<file path="config.mk">
export PLATFORM = sky130hd
export DESIGN_NAME = id_ie_pipe_reg
export DESIGN_NICKNAME = d
export VERILOG_FILES = /design/src/rtl/id_ie_pipe_reg.sv
export SDC_FILE = /design/constraint.sdc
export NUM_CORES = 1
export LEC_CHECK = 0
export ABC_CLOCK_PERIOD_IN_PS = 2100
export CAP_MARGIN = 30
export CELL_PAD_IN_SITES_DETAIL_PLACEMENT = 1
export CELL_PAD_IN_SITES_GLOBAL_PLACEMENT = 2
export CORE_MARGIN = 1
export CORE_UTILIZATION = 20
export DETAILED_ROUTE_END_ITERATION = 16
export MAX_ROUTING_LAYER = met4
export PLACE_DENSITY = 0.85
export SYNTH_ARGS = -nofsm -noshare
export SYNTH_HDL_FRONTEND = slang
export SYNTH_SLANG_ARGS = --single-unit
</file>
<file path="constraint.sdc">
create_clock -name clk -period 2.1 [get_ports clk]
set_input_delay 0.315 -clock clk [delete_from_list [all_inputs] [get_ports clk]]
set_output_delay 0.315 -clock clk [all_outputs]
set_load 0.005 [all_outputs]
</file>
<file path="src/rtl/id_ie_pipe_reg.sv">
// ID/IE pipeline register with a halt-drain FSM and saturating
// bubble/flush performance counters.
//
// Control semantics: stall and flush arrive already applied to the
// ID_*_sf bundle by the upstream mux stage. This block only records
// whether the captured slot is real (IE_valid_out) and counts the event.
// There is no valid/ready back-pressure on this stage: a new slot is
// captured on every rising edge.
//
// Once a valid halt sits in IE, the FSM stops issue. It loads bubbles
// for DRAIN_CYCLES edges so that MEM and WB can retire, then parks in
// HALTED with halted=1 until reset.
module id_ie_pipe_reg #(
  parameter int          DRAIN_CYCLES = 2,
  parameter int          CNT_W        = 16,
  parameter logic [15:0] NOP_INSTR    = 16'h0800
) (
  input  logic             clk,
  input  logic             rst,
  input  logic [14:0]      ID_ctrl_sf,
  input  logic [15:0]      ID_Instr_sf,
  input  logic [15:0]      ID_read1data_sf,
  input  logic [15:0]      ID_read2data_sf,
  input  logic [15:0]      ID_sign_ext_sf,
  input  logic [15:0]      ID_pc_2_w_sf,
  input  logic             stall,
  input  logic             flush,
  output logic [14:0]      IE_ctrl_out,
  output logic [15:0]      IE_Instr_out,
  output logic [15:0]      IE_read1data_out,
  output logic [15:0]      IE_read2data_out,
  output logic [15:0]      IE_sign_ext_out,
  output logic [15:0]      IE_pc_2_w_out,
  output logic             IE_valid_out,
  output logic             halted,
  output logic [CNT_W-1:0] bubble_cnt,
  output logic [CNT_W-1:0] flush_cnt,
  output logic [1:0]       dbg_state_o
);

  // Control bundle bit positions, MSB..LSB:
  // {Branch,ALUsrc,memWrite,memRead,memToReg,noOp,jmp,jumpType,
  //  regWrite,halt,instrType[1:0],writereg[2:0]}
  localparam int BIT_BRANCH   = 14;
  localparam int BIT_MEMWRITE = 12;
  localparam int BIT_MEMREAD  = 11;
  localparam int BIT_NOOP     = 9;
  localparam int BIT_REGWRITE = 6;
  localparam int BIT_HALT     = 5;

  localparam int DC_W = (DRAIN_CYCLES < 2) ? 1 : $clog2(DRAIN_CYCLES);
  localparam logic [DC_W-1:0] DRAIN_LOAD = DC_W'(DRAIN_CYCLES - 1);

  typedef enum logic [1:0] {
    ST_RUN    = 2'd0,
    ST_DRAIN  = 2'd1,
    ST_HALTED = 2'd2
  } state_t;

  state_t            state_q, state_d;
  logic [DC_W-1:0]   drain_q, drain_d;
  logic [14:0]       ctrl_q, ctrl_d;
  logic [15:0]       instr_q, instr_d;
  logic [15:0]       rd1_q, rd1_d;
  logic [15:0]       rd2_q, rd2_d;
  logic [15:0]       sext_q, sext_d;
  logic [15:0]       pc2_q, pc2_d;
  logic              valid_q, valid_d;
  logic              halted_q, halted_d;
  logic [CNT_W-1:0]  bcnt_q, bcnt_d;
  logic [CNT_W-1:0]  fcnt_q, fcnt_d;

  logic [14:0]       bubble_ctrl;
  logic              load_bubble;

  // Bubble control word: only noOp set; side-effect bits held low.
  always_comb begin
    bubble_ctrl               = '0;
    bubble_ctrl[BIT_NOOP]     = 1'b1;
    bubble_ctrl[BIT_REGWRITE] = 1'b0;
    bubble_ctrl[BIT_MEMWRITE] = 1'b0;
    bubble_ctrl[BIT_MEMREAD]  = 1'b0;
    bubble_ctrl[BIT_BRANCH]   = 1'b0;
  end

  // Next-state, next-slot and counter logic.
  always_comb begin
    state_d     = state_q;
    drain_d     = drain_q;
    halted_d    = halted_q;
    bcnt_d      = bcnt_q;
    fcnt_d      = fcnt_q;
    load_bubble = 1'b0;

    unique case (state_q)
      ST_RUN: begin
        if (flush) begin
          if (fcnt_q != {CNT_W{1'b1}}) fcnt_d = fcnt_q + CNT_W'(1);
        end else if (stall) begin
          if (bcnt_q != {CNT_W{1'b1}}) bcnt_d = bcnt_q + CNT_W'(1);
        end
        // A real halt in IE wins over a simultaneous flush.
        if (ctrl_q[BIT_HALT] && valid_q) begin
          state_d     = ST_DRAIN;
          drain_d     = DRAIN_LOAD;
          load_bubble = 1'b1;
        end
      end
      ST_DRAIN: begin
        load_bubble = 1'b1;
        if (drain_q == '0) begin
          state_d  = ST_HALTED;
          halted_d = 1'b1;
        end else begin
          drain_d = drain_q - DC_W'(1);
        end
      end
      ST_HALTED: begin
        load_bubble = 1'b1;
        halted_d    = 1'b1;
      end
      default: begin
        state_d     = ST_RUN;
        load_bubble = 1'b1;
      end
    endcase

    if (load_bubble) begin
      ctrl_d  = bubble_ctrl;
      instr_d = NOP_INSTR;
      rd1_d   = '0;
      rd2_d   = '0;
      sext_d  = '0;
      pc2_d   = '0;
      valid_d = 1'b0;
    end else begin
      ctrl_d  = ID_ctrl_sf;
      instr_d = ID_Instr_sf;
      rd1_d   = ID_read1data_sf;
      rd2_d   = ID_read2data_sf;
      sext_d  = ID_sign_ext_sf;
      pc2_d   = ID_pc_2_w_sf;
      valid_d = !stall && !flush;
    end
  end

  // State, pipeline slot and counter registers; reset loads a bubble.
  always_ff @(posedge clk) begin
    if (rst) begin
      state_q  <= ST_RUN;
      drain_q  <= '0;
      ctrl_q   <= bubble_ctrl;
      instr_q  <= NOP_INSTR;
      rd1_q    <= '0;
      rd2_q    <= '0;
      sext_q   <= '0;
      pc2_q    <= '0;
      valid_q  <= 1'b0;
      halted_q <= 1'b0;
      bcnt_q   <= '0;
      fcnt_q   <= '0;
    end else begin
      state_q  <= state_d;
      drain_q  <= drain_d;
      ctrl_q   <= ctrl_d;
      instr_q  <= instr_d;
      rd1_q    <= rd1_d;
      rd2_q    <= rd2_d;
      sext_q   <= sext_d;
      pc2_q    <= pc2_d;
      valid_q  <= valid_d;
      halted_q <= halted_d;
      bcnt_q   <= bcnt_d;
      fcnt_q   <= fcnt_d;
    end
  end

  assign IE_ctrl_out      = ctrl_q;
  assign IE_Instr_out     = instr_q;
  assign IE_read1data_out = rd1_q;
  assign IE_read2data_out = rd2_q;
  assign IE_sign_ext_out  = sext_q;
  assign IE_pc_2_w_out    = pc2_q;
  assign IE_valid_out     = valid_q;
  assign halted           = halted_q;
  assign bubble_cnt       = bcnt_q;
  assign flush_cnt        = fcnt_q;
  assign dbg_state_o      = state_q;

endmodule

</file>
==> results.sh <==
export IMPL_synthCells=416
export IMPL_yosysMostFrequentCell="dfxtp_1"
export IMPL_syn_avg_cell_area_um2=10.51
export IMPL_synth_top_area_cell="dfxtp_1"
export IMPL_setup_tns_final_ns=0
export IMPL_path_class="in2reg"
export IMPL_htree_levels=4
export IMPL_antenna_found_initial=0
export IMPL_slew_violations=0
export IMPL_synth_warnings=0
export IMPL_numCtsBuffers=17
export IMPL_setup_viol=0
export IMPL_synth_cell_type_count=40
export IMPL_status="complete, no violations"
export IMPL_wire_per_inst_um=14.86
export IMPL_chipHeight_um=149.9
export IMPL_critPathRequiredTime_ns=2.44
export IMPL_core_area_um2=21220
export IMPL_grt_max_degree=43
export IMPL_ys_async_sr_fraction=0
export IMPL_hpwl_um=11030
export IMPL_cp_arrival_ns=2.33
export IMPL_worstMarginPinSlew_ns=0.4666
export IMPL_diodes=0
export IMPL_worstSkewPairLatency_ns=0.42
export IMPL_hold_end="halted$_SDFFE_PP0P_"
export IMPL_crit_path_end_kind="flop"
export IMPL_cts_repair_resized=0
export IMPL_hold_path_depth=2
export IMPL_cts_setup_buffers=0
export IMPL_clock_skew_ns=0.01142
export IMPL_grt_ovfl_total=0
export IMPL_cts_root_buf="clkbuf_16"
export IMPL_p_leak_nw=2.916
export IMPL_r2r_worst_path_cells=4
export IMPL_rsz0062_at_grt="false"
export IMPL_cts_hold_buffers=0
export IMPL_syn_area_um2=4374
export IMPL_io_pins=230
export IMPL_p_total_mw=6.473
export IMPL_hold_violations=0
export IMPL_drive_gt1_frac=0.1138
export IMPL_post_route_min_period_ns=1.990
export IMPL_std_cell_rows=53
export IMPL_routabilityCongestion=0.7645
export IMPL_drc_errors=0
export IMPL_p_per_area_nw_per_um2=825.4
export IMPL_dominantRegCellSynth="dfxtp_1"
export IMPL_dp_slack_ns=-0.3089
export IMPL_vias_per_cell=4.137
export IMPL_syn_num_nets=517
export IMPL_worstSetupStartpointType="primary input"
export IMPL_peakVddDrop_v=0.0005321
export IMPL_slew_headroom=0.6889
export IMPL_synth_top_cell_area_share=0.6041
export IMPL_fmax_mhz=502.4
export IMPL_clockBufferDepth=2
export IMPL_hold_path_class="reg2reg"
export IMPL_path_max_fanout=5
export IMPL_synthTopCellsByArea="dfxtp_1 60%, and2_1 14%, a21oi_1 2.9%"
export IMPL_start_util=0.2061
export IMPL_grt_pass1_vias=4098
export IMPL_die_x_um=149.9
export IMPL_cts_sinks=132
export IMPL_die_area_um2=22470
export IMPL_reg2reg_to="bubble_cnt[3]$_SDFFE_PP0P_"
export IMPL_drtAntennaViolNets=0
export IMPL_min_delay_start="halted$_SDFFE_PP0P_"
export IMPL_nets=782
export IMPL_setup_slack_ns=0.1095
export IMPL_dr_pass1_iters=5
export IMPL_portBuffers=229
export IMPL_area_growth_pct=79.29
export IMPL_worst_r2r_setup_slack_ns=0.17
export IMPL_routed_wl_um=14400
export IMPL_first_iter_violations=128
export IMPL_r2r_start="dbg_state_o[1]$_SDFFE_PP0P_"
export IMPL_vias=4009
export IMPL_clk_pin_slew_ns=0.06
export IMPL_cts_tree="yes"
export IMPL_synth_common_cells="132 x dfxtp_1, 95 x and2_1, 25 x a21oi_1"
export IMPL_grt_usage=0.1323
export IMPL_fillers=2387
export IMPL_finalCritPeriodShare=0.9479
export IMPL_ys_seq_elements=132
export IMPL_maxCapViolCount=0
export IMPL_grt_pass1_wl_um=21510
export IMPL_yosysSeqAreaShare=0.6041
export IMPL_synth_edf_count=0
worst max-delay path by stage:
| stage | from | depth (start not counted) | end |
|---|---|---|---|
| floorplan | dbg_state_o[1]$_SDFFE_PP0P_ | 6 | flush_cnt[15]$_SDFFE_PP0P_ |
| global placement | flush | 5 | flush_cnt[15]$_SDFFE_PP0P_ |
| detailed placement | flush | 5 | flush_cnt[15]$_SDFFE_PP0P_ |
| CTS | flush | 5 | flush_cnt[15]$_SDFFE_PP0P_ |
| global route | bubble_cnt[0]$_SDFFE_PP0P_ | 6 | bubble_cnt[0]$_SDFFE_PP0P_ |
| finish | flush | 5 | flush_cnt[15]$_SDFFE_PP0P_ |
power breakdown:
part,internal [mW],switching (mW),total (mW)
Combinational,0.434,0.186,0.620
Clock,1.94,1.25,3.19
Sequential,2.62,0.0394,2.66
Total,5.00,1.48,6.47
layout make-up:
type                       instances  area (um^2)  area share
clock buffer                      18        439.2     0.05600
clock inverter                    14        187.7     0.02393
inverter                           9        33.78    0.004308
multi-input combinational        257         1628      0.2076
sequential                       132         2643      0.3369
tap                              275        344.1     0.04387
timing repair buffer             264         2567      0.3274
per-layer routing:
| metal | GRT usage | part of all wire | vias to the layer above |
|---|---|---|---|
| li1 | - | - | 1963 |
| met1 | 0.1387 | 0.39 | 1884 |
| met2 | 0.2204 | 0.50 | 151 |
| met3 | 0.06463 | 0.097 | 11 |
| met4 | 0.03485 | 0.0063 | 0 |
| met5 | - | 0 | - |
cells by family after synthesis:
kind of cell / synth area share
AOI/OAI and AO/OA: 0.08295
muxes: 0.02031
adders and majority gates: 0.005720
DFF: 0.6041
xor gates and xnor gates: 0.002003
and+or+nand+nor: 0.2597
buffers and inverters: 0.02517
registers in the layout (all words and copies together) (netlist names), 2 cells and up:
| signal | flops |
|---|---|
| IE_Instr_out | 16 |
| flush_cnt | 16 |
| dbg_state_o | 2 |
| IE_ctrl_out | 15 |
| bubble_cnt | 16 |
| IE_sign_ext_out | 16 |
| IE_read2data_out | 16 |
| IE_read1data_out | 16 |
| IE_pc_2_w_out | 16 |
critical path: stages:
cell and delay (ns):
clkdlybuf4s50_1 0.50, or3b_1 0.40, or4_4 0.57, or4_1 0.41, a21oi_1 0.15
layout by cell type (no fill, tap or decap), types with 2 or more instances in the layout:
cell type	count
a211oi_1	4
a21oi_1	25
and2_1	95
and4_1	3
buf_4	34
bufinv_16	3
clkbuf_16	17
clkdlybuf4s50_1	229
clkinv_4	2
dfxtp_1	132
ha_1	2
inv_1	9
inv_6	7
mux2_2	7
nand2_1	12
nand2b_1	3
nand3_1	9
nand4_1	9
nor2_1	14
nor2b_1	6
nor3_1	5
nor3b_1	2
nor4_1	5
o2111ai_1	2
o21ai_0	9
o311ai_0	2
o31ai_1	10
o41ai_1	2
or3_1	10
or4_1	9
stage by stage:
step                cells    util  hold WS, ns  cell area (um^2)
floorplan             416       -       0.3901              4374
finish                969  0.3696       0.4518              7843
global placement      937  0.3400       0.4374              7216
CTS                   969  0.3696       0.4325              7843
global route          969  0.3696       0.4355              7843
detailed placement    937  0.3400       0.4459              7216
Power figures use the tool's default switching activity.
